File: src/rtl/izh_spike_decoder_if.sv
// Membrane-voltage input and spike-metric outputs of the spike decoder.
//   ena        : tile enable (master -> slave)
//   v_int      : signed membrane-voltage integer part (master -> slave)
//   spike_out  : one-cycle spike pulse
//   isi        : last inter-spike interval, isi_valid pulses on update
//   rate       : spikes in last completed window, rate_valid pulses on update
//   burst      : high while inside a burst
//   burst_len  : spike count of last completed burst, burst_done pulses on update
interface izh_spike_decoder_if;
    logic               ena;
    logic signed [7:0]  v_int;
    logic               spike_out;
    logic [15:0]        isi;
    logic               isi_valid;
    logic [7:0]         rate;
    logic               rate_valid;
    logic               burst;
    logic [7:0]         burst_len;
    logic               burst_done;

    modport master (
        output ena, v_int,
        input  spike_out, isi, isi_valid, rate, rate_valid, burst, burst_len, burst_done
    );

    modport slave (
        input  ena, v_int,
        output spike_out, isi, isi_valid, rate, rate_valid, burst, burst_len, burst_done
    );
endinterface

File: src/rtl/izh_spike_decoder.sv
// Decodes an Izhikevich membrane-voltage stream into spike pulses, inter-spike
// interval, windowed firing rate and burst length.
//   clk : clock
//   rst : synchronous active-high reset
//   bus : izh_spike_decoder_if slave (ena/v_int in, spike metrics out)
module izh_spike_decoder #(
    parameter logic signed [7:0] THRESH    = 8'sd30,
    parameter logic signed [7:0] REARM     = 8'sd0,
    parameter int unsigned       WINDOW    = 1000,
    parameter int unsigned       BURST_ISI = 64
) (
    input  logic                clk,
    input  logic                rst,
    izh_spike_decoder_if.slave  bus
);
    localparam int unsigned CW = 16;
    localparam int unsigned RW = 8;
    localparam logic [CW-1:0] CNT_MAX   = '1;
    localparam logic [RW-1:0] SAT8_MAX  = '1;
    localparam logic [CW-1:0] WIN_LAST  = CW'(WINDOW - 1);
    localparam logic [CW-1:0] BURST_LIM = CW'(BURST_ISI);

    typedef enum logic {ARMED, REFRACT} state_t;

    state_t         state;
    state_t         state_nx;
    logic           det;

    logic [CW-1:0]  isi_cnt;
    logic           seen_first;
    logic [RW-1:0]  burst_cnt;
    logic [CW-1:0]  win_cnt;
    logic [RW-1:0]  spk_cnt;

    logic           spike_q;
    logic [CW-1:0]  isi_q;
    logic           isi_valid_q;
    logic [RW-1:0]  rate_q;
    logic           rate_valid_q;
    logic           burst_q;
    logic [RW-1:0]  burst_len_q;
    logic           burst_done_q;

    logic [CW-1:0]  isi_meas;
    logic           short_isi;
    logic           burst_timeout;
    logic           win_wrap;
    logic [RW-1:0]  spk_sum;

    // Detector state register
    always_ff @(posedge clk) begin
        if (rst) begin
            state <= ARMED;
        end else begin
            state <= state_nx;
        end
    end

    // Threshold/re-arm hysteresis; a re-arming sample can never also detect
    always_comb begin
        state_nx = state;
        det      = 1'b0;
        if (bus.ena) begin
            case (state)
                ARMED: begin
                    if ($signed(bus.v_int) >= THRESH) begin
                        det      = 1'b1;
                        state_nx = REFRACT;
                    end
                end
                REFRACT: begin
                    if ($signed(bus.v_int) <= REARM) begin
                        state_nx = ARMED;
                    end
                end
                default: state_nx = ARMED;
            endcase
        end
    end

    // Interval ending at this sample, saturating
    assign isi_meas      = (isi_cnt == CNT_MAX) ? CNT_MAX : isi_cnt + CW'(1);
    assign short_isi     = isi_meas < BURST_LIM;
    // Quiet for BURST_ISI cycles closes an open burst
    assign burst_timeout = burst_q && !det && (isi_meas == BURST_LIM);
    assign win_wrap      = (win_cnt == WIN_LAST);
    // Window spike count including a spike on this very sample
    assign spk_sum       = (det && spk_cnt != SAT8_MAX) ? spk_cnt + RW'(1) : spk_cnt;

    // Interval, burst and rate bookkeeping
    always_ff @(posedge clk) begin
        if (rst) begin
            isi_cnt      <= '0;
            seen_first   <= 1'b0;
            burst_cnt    <= '0;
            win_cnt      <= '0;
            spk_cnt      <= '0;
            spike_q      <= 1'b0;
            isi_q        <= '0;
            isi_valid_q  <= 1'b0;
            rate_q       <= '0;
            rate_valid_q <= 1'b0;
            burst_q      <= 1'b0;
            burst_len_q  <= '0;
            burst_done_q <= 1'b0;
        end else begin
            spike_q      <= 1'b0;
            isi_valid_q  <= 1'b0;
            rate_valid_q <= 1'b0;
            burst_done_q <= 1'b0;
            if (bus.ena) begin
                spike_q <= det;
                isi_cnt <= det ? '0 : isi_meas;

                if (det) begin
                    seen_first <= 1'b1;
                    if (seen_first) begin
                        isi_q       <= isi_meas;
                        isi_valid_q <= 1'b1;
                        if (short_isi) begin
                            if (!burst_q) begin
                                burst_q   <= 1'b1;
                                burst_cnt <= RW'(2);
                            end else if (burst_cnt != SAT8_MAX) begin
                                burst_cnt <= burst_cnt + RW'(1);
                            end
                        end else if (burst_q) begin
                            // Closing spike is not part of the burst
                            burst_q      <= 1'b0;
                            burst_len_q  <= burst_cnt;
                            burst_done_q <= 1'b1;
                        end
                    end
                end else if (burst_timeout) begin
                    burst_q      <= 1'b0;
                    burst_len_q  <= burst_cnt;
                    burst_done_q <= 1'b1;
                end

                if (win_wrap) begin
                    win_cnt      <= '0;
                    rate_q       <= spk_sum;
                    rate_valid_q <= 1'b1;
                    spk_cnt      <= '0;
                end else begin
                    win_cnt <= win_cnt + CW'(1);
                    spk_cnt <= spk_sum;
                end
            end
        end
    end

    assign bus.spike_out  = spike_q;
    assign bus.isi        = isi_q;
    assign bus.isi_valid  = isi_valid_q;
    assign bus.rate       = rate_q;
    assign bus.rate_valid = rate_valid_q;
    assign bus.burst      = burst_q;
    assign bus.burst_len  = burst_len_q;
    assign bus.burst_done = burst_done_q;
endmodule

File: src/flat_wrapper.sv
// flat-port wrapper written by rule: the top's interface ports become plain ports
module izh_spike_decoder_flat 
#(
    parameter logic signed [7:0] THRESH    = 8'sd30,
    parameter logic signed [7:0] REARM     = 8'sd0,
    parameter int unsigned       WINDOW    = 1000,
    parameter int unsigned       BURST_ISI = 64
)
  (clk, rst, bus_ena, bus_v_int, bus_spike_out, bus_isi, bus_isi_valid, bus_rate, bus_rate_valid, bus_burst, bus_burst_len, bus_burst_done);
  izh_spike_decoder_if bus_i ();
  input  logic clk;
  input  logic rst;
  input wire logic [$bits(bus_i.ena)-1:0] bus_ena;
  input wire logic [$bits(bus_i.v_int)-1:0] bus_v_int;
  output wire logic [$bits(bus_i.spike_out)-1:0] bus_spike_out;
  output wire logic [$bits(bus_i.isi)-1:0] bus_isi;
  output wire logic [$bits(bus_i.isi_valid)-1:0] bus_isi_valid;
  output wire logic [$bits(bus_i.rate)-1:0] bus_rate;
  output wire logic [$bits(bus_i.rate_valid)-1:0] bus_rate_valid;
  output wire logic [$bits(bus_i.burst)-1:0] bus_burst;
  output wire logic [$bits(bus_i.burst_len)-1:0] bus_burst_len;
  output wire logic [$bits(bus_i.burst_done)-1:0] bus_burst_done;
  assign bus_i.ena = bus_ena;
  assign bus_i.v_int = bus_v_int;
  assign bus_spike_out = bus_i.spike_out;
  assign bus_isi = bus_i.isi;
  assign bus_isi_valid = bus_i.isi_valid;
  assign bus_rate = bus_i.rate;
  assign bus_rate_valid = bus_i.rate_valid;
  assign bus_burst = bus_i.burst;
  assign bus_burst_len = bus_i.burst_len;
  assign bus_burst_done = bus_i.burst_done;
  izh_spike_decoder #(.THRESH(THRESH), .REARM(REARM), .WINDOW(WINDOW), .BURST_ISI(BURST_ISI)) u_core (.clk(clk), .rst(rst), .bus(bus_i));
endmodule
File: config.mk
export PLATFORM = sky130hd
export DESIGN_NAME = izh_spike_decoder_flat
export DESIGN_NICKNAME = d
export VERILOG_FILES = /design/src/rtl/izh_spike_decoder_if.sv /design/src/rtl/izh_spike_decoder.sv /design/src/flat_wrapper.sv
export SDC_FILE = /design/constraint.sdc
export NUM_CORES = 1
export LEC_CHECK = 0
export BUFFER_PORTS_ARGS = -buffer_cell sky130_fd_sc_hd__clkbuf_2
export CORE_MARGIN = 3
export CORE_UTILIZATION = 30
export CTS_CLUSTER_DIAMETER = 100
export DETAILED_ROUTE_END_ITERATION = 8
export GPL_TIMING_DRIVEN = 1
export SLEW_MARGIN = 20
export SYNTH_ARGS = -nofsm -noshare
export SYNTH_HDL_FRONTEND = slang
export SYNTH_SLANG_ARGS = --single-unit
File: constraint.sdc
create_clock -name clk -period 2.88 [get_ports clk]
set_input_delay 0.288 -clock clk [delete_from_list [all_inputs] [get_ports clk]]
set_output_delay 0.288 -clock clk [all_outputs]
set_load 0.03 [all_outputs]
==> results of run 1 <==
-- flip-flops by register name, summed over array words and instances (netlist names) --
signal                 flops
u_core.bus.burst_len       8
u_core.bus.spike_out       1
u_core.win_cnt            16
u_core.bus.burst_done      1
u_core.bus.rate_valid      1
u_core.spk_cnt             8
u_core.state               1
u_core.bus.rate            8
u_core.bus.isi_valid       1
u_core.isi_cnt            16
u_core.bus.isi            16
u_core.burst_cnt           8
u_core.bus.burst           1
u_core.seen_first          1
-- power by group through the flow --
| stage | Clock [uW] | Combinational, uW | Sequential (uW) |
|---|---|---|---|
| after floorplan | 0 | 73.1 | 1260 |
| after detailed placement | 0 | 126 | 1250 |
| final | 1270 | 125 | 1230 |
| after CTS | 1310 | 126 | 1220 |
| after global routing | 1360 | 139 | 1230 |
| after global placement | 0 | 124 | 1250 |
-- cell type report --
cell class | count | area, sq um
fillers | 1412 | 8820
multi-input cells | 390 | 2360
flip-flops and latches | 87 | 1750
repair buffers | 71 | 428
clock buffers | 10 | 229
well taps | 180 | 225
clock inverters | 6 | 91.3
inverters | 11 | 41.3
-- per-layer routing --
layer	vias up	track usage (%)	wire [um]
li1	1941	-	-
met1	1808	17.3	4800
met2	91	21.6	5030
met3	13	3.90	554
met4	0	3.91	150
met5	-	0	0
-- logic make-up after synthesis --
group,share of synthesized area [%]
xor+xnor,6.10
mux,3.78
buf+inv,5.00
fa+ha+maj,1.16
flops,40.4
compound gates,17.6
simple gates,25.9
-- layout by cell type (no fill, tap or decap), types with 8 or more instances in the layout --
cell type,synthesis,final
dfxtp_1,87,84
nand2_1,75,75
nor2_1,61,61
clkbuf_2,1,47
a21oi_1,35,35
o21ai_0,31,31
nand3_1,23,23
buf_4,4,23
xnor2_1,18,18
nor3_1,14,14
mux2i_1,14,14
xor2_1,12,12
inv_1,9,9
a22oi_1,9,9
clkbuf_16,0,9
nand4_1,8,8
-- stage by stage --
step	TNS, ns	setup slack [ns]	cell area [sq um]	hold slack (ns)	power (uW)
floorplan	0	0.276	4310	0.446	1330
detailed placement	0	0.160	4770	0.451	1380
global route	-0.00516	-0.00516	5120	0.361	2730
finish	0	0.162	5120	0.346	2620
global placement	0	0.251	4770	0.436	1380
CTS	0	0.137	5090	0.338	2660
-- how the worst min path moves through the flow --
stage                       start                  to  slack (ns)  cells after the start
3_5_place_dp   u_core.bus.isi[12]  u_core.bus.isi[12]        0.45                      2
2_1_floorplan   u_core.seen_first   u_core.seen_first        0.45                      2
3_3_place_gp   u_core.bus.rate[7]  u_core.bus.rate[7]        0.44                      2
6_report             bus_v_int[7]        u_core.state        0.35                      4
5_1_grt              bus_v_int[7]        u_core.state        0.36                      4
4_1_cts              bus_v_int[7]        u_core.state        0.34                      4
-- critical path: cells and delay by family (launching register included) --
family	cells	cell delay [ns]
flip-flops	1	0.49
multiplexers	1	0.43
AO/OA/AOI/OAI	2	0.45
AND/OR/NAND/NOR	4	1.29
-- what timing repair did --
item / 4_1_cts / 5_1_grt
endpoints found under the hold margin: 0 / 0
setup endpoints to repair: 0 / 1
setup buffers: 0 / 2
gates resized for setup: 0 / 4
==> metrics.md, run 1 <==
| Metric | Value |
|---|---|
| Combinational fraction of design power | 4.8% |
| Share of cells above drive strength 1 | 19.7% |
| HPWL Detailed | 7.31 mm |
| Internal reg-to-reg setup slack | 0.16 ns |
| Grt ovf | 0 |
| Worst-Margin Slew | 0.609 ns |
| Ranking of synthesized cells by area | dfxtp_1 (40%), nand2_1 (6.5%), nor2_1 (5.3%), a21oi_1 (4.1%), xnor2_1 (3.7%) |
| P_int | 2020 uW |
| Largest net degree at the start of global routing | 54 |
| Worst r2r src | u_core.isi_cnt[4] |
| First-pass GRT wire length | 17.5 mm |
| Worst flop-to-flop path endpoint | u_core.burst_cnt[7] |
| CP endpoint | u_core.burst_cnt[7] |
| Yosys top cell area share | 40.4% |
| Max Freq | 0.368 GHz |
| EDFF count, synth | 0 |
| Power per cell area | 512 mW/mm^2 |
| Worst VDD drop | 0.259 mV |
| Final Wtd Congestion | 0.888 |
| Seq cells post-synth | 87 |
| Startpoint types | flop |
| # IOs | 48 |
| Post-layout util | 36.7% |
| Period utilisation layout | 94.4% |
| Die W | 126 um |
| Critical Path RT | 3.16 ns |
| Routed wire per std cell | 14.0 um |
| Top-count cell post-synth | dfxtp_1 |
| Port bufs | 47 |
| Switching pwr | 600 uW |
| Inserted Diodes | 0 |
| Die area | 0.0158 sq mm |
| Latest clock arrival within the worst-skew pair | 0.35 ns |
| Register area share after synthesis | 40.4% |
| Critical path, cell by cell | nand4_2, nor4_1, mux2_2, a2111oi_4, nand3_2, or4_1, o22ai_1 |
| Outcome | finished, final reports clean |
| Remaining DRCs | 0 |
| DR iter-0 viols | 286 |
| Sequential Power Share | 46.8% |
| Placed cells | 737 |
| Syn_area_per_cell | 8.22 sq um |
| CP Max Fanout | 7 |
| Setup CP Type | reg2reg |
| Hold Path Class | in2reg |
| Worst EP arrival | 2.99 ns |
| Post-Synthesis Cells | 524 |
| Max Slew Vio Count | 0 |
| Switching Share | 22.9% |
| Post-DRT Antenna Nets | 0 |
| Layout area overhead | 18.8% |
| Starting density of the core | 30.9% |
| Max_cap viols | 0 |
| TritonCTS clock tree | built |
| Syn Std Cell Area | 0.00431 sq mm |
| Post-synth top cells | dfxtp_1 (87), nand2_1 (75), nor2_1 (61) |
| Setup violators final | 0 |
| Worst R2R Path Depth | 7 |
| Die Ht | 126 um |
| Slew margin rel. | 59.0% |
| CTS H-tree depth | 3 |
| Clock tree sinks | 87 |
| Post-synthesis cell type count | 62 |
| CTS root buf | clkbuf_16 |
| Final hold vios | 0 |
| Number of global-route vias before repair | 3625 |
| Async S/R FF share, synth | 0% |
| Clock share of power | 48.5% |
| Mean number of vias per cell | 5.10 |
| Ys Warns | 0 |
| Post-synth top flop | dfxtp_1 |
| Post-Route Skew | 0.00723 ns |
| Core ar. | 0.0139 sq mm |
| Initial antenna violation count | 0 |
| Critical Path Sink Type | flop |
| Final WL | 10.5 mm |
| Syn nets | 539 |
| Non-filler cells, final | 755 |
| Hold-fix buffers, CTS | 0 |
| Minimum clock period | 2.72 ns |
| Synth area leader | dfxtp_1 |
| Cts bufs inserted | 9 |
| Overall Global Routing Usage | 13.3% |
| Clock Tree Buf Depth | 2 |
| Clock-pin transition on the worst setup and hold timing paths | 0.07 ns |
| DRT Pass-1 Iters | 7 |
| Crit path max-delay cell type | dfxtp_1 |
| Placement Rows | 43 |
| Critical path's largest stage delay | 0.49 ns |
| Leak pwr | 0.00195 uW |
| Vias post-DR | 3853 |
| CP startpoint | u_core.isi_cnt[4] |
| Final net count | 585 |
No activity file was read; power rests on OpenSTA's default activity.
==> run 2: changes to the inputs <==
--- a/config.mk
+++ b/config.mk
@@ -11,6 +11,7 @@
 export CTS_CLUSTER_DIAMETER = 100
 export DETAILED_ROUTE_END_ITERATION = 8
 export GPL_TIMING_DRIVEN = 1
+export RECOVER_POWER = 50
 export SLEW_MARGIN = 20
 export SYNTH_ARGS = -nofsm -noshare
 export SYNTH_HDL_FRONTEND = slang
==> run 2 against run 1 <==
Non-clock buffer count unchanged. Combinational power about the same. Utilization decreased by 0.49 points.
==> metrics.md, run 2 (synthesis gave the netlist of run 1 again) <==
| Metric | Value |
|---|---|
| Outcome | finished, final reports clean |
| Max Freq | 0.360 GHz |
| Overall Global Routing Usage | 13.3% |
| Vias post-DR | 3831 |
| # fillers | 1429 |
| Startpoint types | flop |
| Number of global-route vias before repair | 3625 |
| Die area | 0.0158 sq mm |
| CTS root buf | clkbuf_16 |
| Clock Tree Buf Depth | 2 |
| # IOs | 48 |
| Commonest non-fill, non-tap cell in the layout | dfxtp_1 |
| Worst VDD drop | 0.256 mV |
| Internal reg-to-reg setup slack | 0.10 ns |
| Setup TNS | 0 ns |
| Post-Route Skew | 0.00826 ns |
| HPWL Detailed | 7.31 mm |
| Pre-CTS setup slack | 0.160 ns |
| Starting density of the core | 30.9% |
| Hold Path Class | in2reg |
| Final net count | 585 |
| Final WL | 10.6 mm |
| Most frequent cells in the layout | dfxtp_1 (84), nand2_1 (75), nor2_1 (61) |
| Period utilisation layout | 96.5% |
| Setup CP Type | reg2reg |
| Critical Path Sink Type | flop |
| Minimum clock period | 2.78 ns |
| Worst-Margin Slew | 1.01 ns |
| Remaining DRCs | 0 |
| Leak pwr | 0.00180 uW |
| Max Slew Vio Count | 0 |
| Routed wire per std cell | 14.1 um |
| Initial antenna violation count | 0 |
| Latest clock arrival within the worst-skew pair | 0.35 ns |
| Grt ovf | 0 |
| Clock tree sinks | 87 |
| First-pass GRT wire length | 17.5 mm |
| CTS H-tree depth | 3 |
| Slew margin rel. | 32.8% |
| Largest net degree at the start of global routing | 54 |
| Max_cap viols | 0 |
| Cts bufs inserted | 9 |
| Share of cells above drive strength 1 | 12.2% |
| Final hold vios | 0 |
| Power per cell area | 519 mW/mm^2 |
| Die W | 126 um |
| Clock-pin transition on the worst setup and hold timing paths | 0.07 ns |
| Port bufs | 47 |
| TritonCTS clock tree | built |
| Post-DRT Antenna Nets | 0 |
| Final Wtd Congestion | 0.888 |
| Placement Rows | 43 |
| Critical Path RT | 3.15 ns |
| DR iter-0 viols | 276 |
| Layout area overhead | 17.2% |
| Worst EP arrival | 3.05 ns |
| DRT Pass-1 Iters | 4 |
| Setup violators final | 0 |
| Die Ht | 126 um |
| CP Max Fanout | 7 |
| Mean number of vias per cell | 5.07 |
| Inserted Diodes | 0 |
| Fin worst setup slack | 0.100 ns |
| Core ar. | 0.0139 sq mm |
==> run 2: cell count changes in the layout (fill, tap and decap cells not counted) <==
cell      delta
buf_4        -8
clkbuf_1    +43
clkbuf_4     +2
clkbuf_2    -37
==> run 2: report_power, final <==
part | leakage (uW) | switching [uW] | internal (uW)
registers | 0.000704 | 10.0 | 1220
logic | 0.000940 | 86.3 | 35.9
clock network | 0.000157 | 504 | 767
==> run 2: metrics by stage <==
stage          instances  hold slack (ns)  utilization (%)  cell area, sq um  total power [uW]
2_1_floorplan        524            0.446                -              4310              1330
3_3_place_gp         737            0.436             34.2              4770              1380
3_5_place_dp         737            0.451             34.2              4770              1380
4_1_cts              753            0.338             36.5              5090              2660
5_1_grt              755            0.361             36.2              5050              2720
6_report             755            0.351             36.2              5050              2620
==> run 2: final cells by class <==
| cell class | instances | area, sq um | share of cell area [%] |
|---|---|---|---|
| clock buffers | 10 | 229 | 4.54 |
| clock inverters | 6 | 91.3 | 1.81 |
| inverters | 11 | 41.3 | 0.818 |
| multi-input cells | 390 | 2360 | 46.7 |
| flip-flops and latches | 87 | 1750 | 34.6 |
| well taps | 180 | 225 | 4.46 |
| repair buffers | 71 | 359 | 7.11 |
==> run 2: repair_timing <==
action	CTS	global route
setup buffers	0	2
setup endpoints to repair	0	1
hold buffers	0	0
resized for setup	0	4
==> run 2: per-layer routing <==
metal	global-route usage (%)	vias up	share of wire, %
met2	21.6	74	48
li1	-	1940	-
met3	3.90	8	3.8
met5	0	-	0
met1	17.3	1809	47
met4	3.91	0	1.1
==> run 2: final timing paths <==
| kind | end | cells after the start | from |
|---|---|---|---|
| worst max register to register | u_core.burst_cnt[7] | 7 | u_core.isi_cnt[4] |
| worst min register to register | u_core.bus.isi[12] | 2 | u_core.bus.isi[12] |
| worst max-delay path | u_core.burst_cnt[7] | 7 | u_core.isi_cnt[4] |
| worst min-delay path | u_core.state | 4 | bus_v_int[7] |
==> run 2: worst max-delay path, cell delays in order (launching register included) <==
cell and delay [ns]:
dfxtp_1 0.49, nand4_2 0.27, nor4_1 0.38, mux2_2 0.44, a2111oi_4 0.29, nand3_2 0.18, or4_1 0.50, o22ai_1 0.17
==> run 3: changes to the inputs <==
--- a/config.mk
+++ b/config.mk
@@ -6,8 +6,8 @@
 export NUM_CORES = 1
 export LEC_CHECK = 0
 export BUFFER_PORTS_ARGS = -buffer_cell sky130_fd_sc_hd__clkbuf_2
-export CORE_MARGIN = 3
-export CORE_UTILIZATION = 30
+export CORE_MARGIN = 4
+export CORE_UTILIZATION = 45
 export CTS_CLUSTER_DIAMETER = 100
 export DETAILED_ROUTE_END_ITERATION = 8
 export GPL_TIMING_DRIVEN = 1
==> run 3 against run 2 <==
Register-to-register slack better by 0.11 ns. Global-route usage up 5.0 points. Die area down 29%. Combinational power about the same. Sequential power about the same. Via count down 0.23%. Routed wire length down 4.8%. Utilization up 16 points. Sequential share of layout area up 1.3 points. Worst hold slack worse by 0.021 ns. Critical path depth up 1. Critical path type unchanged. Critical endpoint is now u_core.bus.burst_len[1]. Highest routed layer unchanged.
==> metrics.md, run 3 (synthesis gave the netlist of run 1 again) <==
| Metric | Value |
|---|---|
| Vias post-DR | 3822 |
| Finished Cell Area | 0.00485 sq mm |
| Critical Path RT | 3.15 ns |
| Setup TNS | 0 ns |
| Worst-Margin Slew | 0.687 ns |
| Leak pwr | 0.00174 uW |
| DR iter-0 viols | 138 |
| Outcome | finished, final reports clean |
| Latest clock arrival within the worst-skew pair | 0.35 ns |
| Starting density of the core | 46.4% |
| HPWL Detailed | 6.97 mm |
| Clock tree sinks | 87 |
| Hold Path Class | in2reg |
| Final hold vios | 0 |
| Critical path, cell by cell | nand4_1, nor4_1, mux2_2, a2111oi_4, a211oi_1, o21ba_1, buf_12, mux2i_1 |
| Post-Route Skew | 0.0108 ns |
| Number of global-route vias before repair | 3447 |
| CP Max Fanout | 8 |
| Setup CP Type | reg2reg |
| Core ar. | 0.00928 sq mm |
| Die Ht | 106 um |
| Grt ovf | 0 |
| Max_cap viols | 0 |
| RSZ-0062 raised after global routing | false |
| Post-layout util | 52.3% |
| Minimum clock period | 2.67 ns |
| Critical Path Sink Type | flop |
| # IOs | 48 |
| Fin worst setup slack | 0.209 ns |
| Placement Rows | 35 |
| Crit path max-delay cell type | dfxtp_1 |
| Die area | 0.0112 sq mm |
| CTS H-tree depth | 3 |
| Die W | 106 um |
| Routed wire per std cell | 14.4 um |
| Commonest non-fill, non-tap cell in the layout | dfxtp_1 |
| Initial antenna violation count | 0 |
| DP Area | 0.00470 sq mm |
| Layout area overhead | 12.7% |
| Worst EP arrival | 2.94 ns |
| Setup violators final | 0 |
| Post-DRT Antenna Nets | 0 |
| Final net count | 582 |
| Max Slew Vio Count | 0 |
| Pre-CTS setup slack | 0.195 ns |
| Power per cell area | 459 mW/mm^2 |
| Final WL | 10.1 mm |
| Max Freq | 0.374 GHz |
| TritonCTS clock tree | built |
| CTS root buf | clkbuf_8 |
| Final Wtd Congestion | 0.880 |
| Inserted Diodes | 0 |
| First-pass GRT wire length | 17.0 mm |
| Worst VDD drop | 0.202 mV |
| Largest net degree at the start of global routing | 54 |
| # fillers | 934 |
| Startpoint types | flop |
| Overall Global Routing Usage | 18.4% |
| Slew margin rel. | 54.1% |
| Cts bufs inserted | 9 |
| Internal reg-to-reg setup slack | 0.21 ns |
| Share of cells above drive strength 1 | 11.7% |
| Clock Tree Buf Depth | 2 |
| Critical path's largest stage delay | 0.47 ns |
| Total power | 2230 uW |
| Port bufs | 47 |
| Most frequent cells in the layout | dfxtp_1 (86), nand2_1 (75), nor2_1 (61) |
| Mean number of vias per cell | 5.45 |
| Period utilisation layout | 92.7% |
| Clock-pin transition on the worst setup and hold timing paths | 0.09 ns |
| Remaining DRCs | 0 |
| DRT Pass-1 Iters | 4 |
run 3: changes by cell type in the layout (fill, tap and decap cells not counted), sizes merged:
cell      before  now
clkinvlp       0    2
inv           12   10
bufinv         2    1
clkinv         3    2
buf           16   18
clkbuf        65   62
run 3: routing by layer:
metal,share of wire [%],up-vias,track usage [%]
met4,1.9,0,8.05
met2,45,95,28.4
met5,0,-,0
met3,4.5,18,2.69
li1,-,1928,-
met1,48,1781,25.4
run 3: worst paths after layout:
kind                                         start                 endpoint  cells past startpoint
worst min-delay path                  bus_v_int[7]             u_core.state                      4
worst min register to register  u_core.bus.rate[7]       u_core.bus.rate[7]                      2
worst max-delay path            u_core.isi_cnt[10]  u_core.bus.burst_len[1]                      8
worst max register to register  u_core.isi_cnt[10]  u_core.bus.burst_len[1]                      8
run 3: stage by stage:
stage | instances | hold slack (ns)
3_3_place_gp | 685 | 0.434
6_report | 701 | 0.330
4_1_cts | 701 | 0.306
2_1_floorplan | 524 | 0.446
5_1_grt | 701 | 0.395
3_5_place_dp | 685 | 0.437
run 3: worst max-delay path: cells and delay by family, from the launching register on:
family | cells | cell delay [ns]
AO/OA/AOI/OAI | 3 | 0.69
AND/OR/NAND/NOR | 2 | 0.65
multiplexers | 2 | 0.64
flip-flops | 1 | 0.47
buffers and inverters | 1 | 0.15
run 3: layout make-up:
class | count | area (sq um) | area share [%]
tap | 129 | 161 | 3.33
clock buffer | 12 | 155 | 3.20
inverter | 11 | 41.3 | 0.851
clock inverter | 4 | 53.8 | 1.11
timing repair buffer | 68 | 348 | 7.17
sequential | 87 | 1740 | 35.9
multi-input combinational | 390 | 2350 | 48.4
run 3: power by group:
group / total [uW] / switching, uW / internal [uW]
Combinational: 119 / 84.2 / 34.4
Sequential: 1220 / 10.4 / 1210
Clock: 884 / 433 / 450
run 3: repair_timing:
item,in CTS,in global routing
hold buffers,0,0
setup endpoints to repair,0,1
resized for setup,0,1
setup buffers,0,0
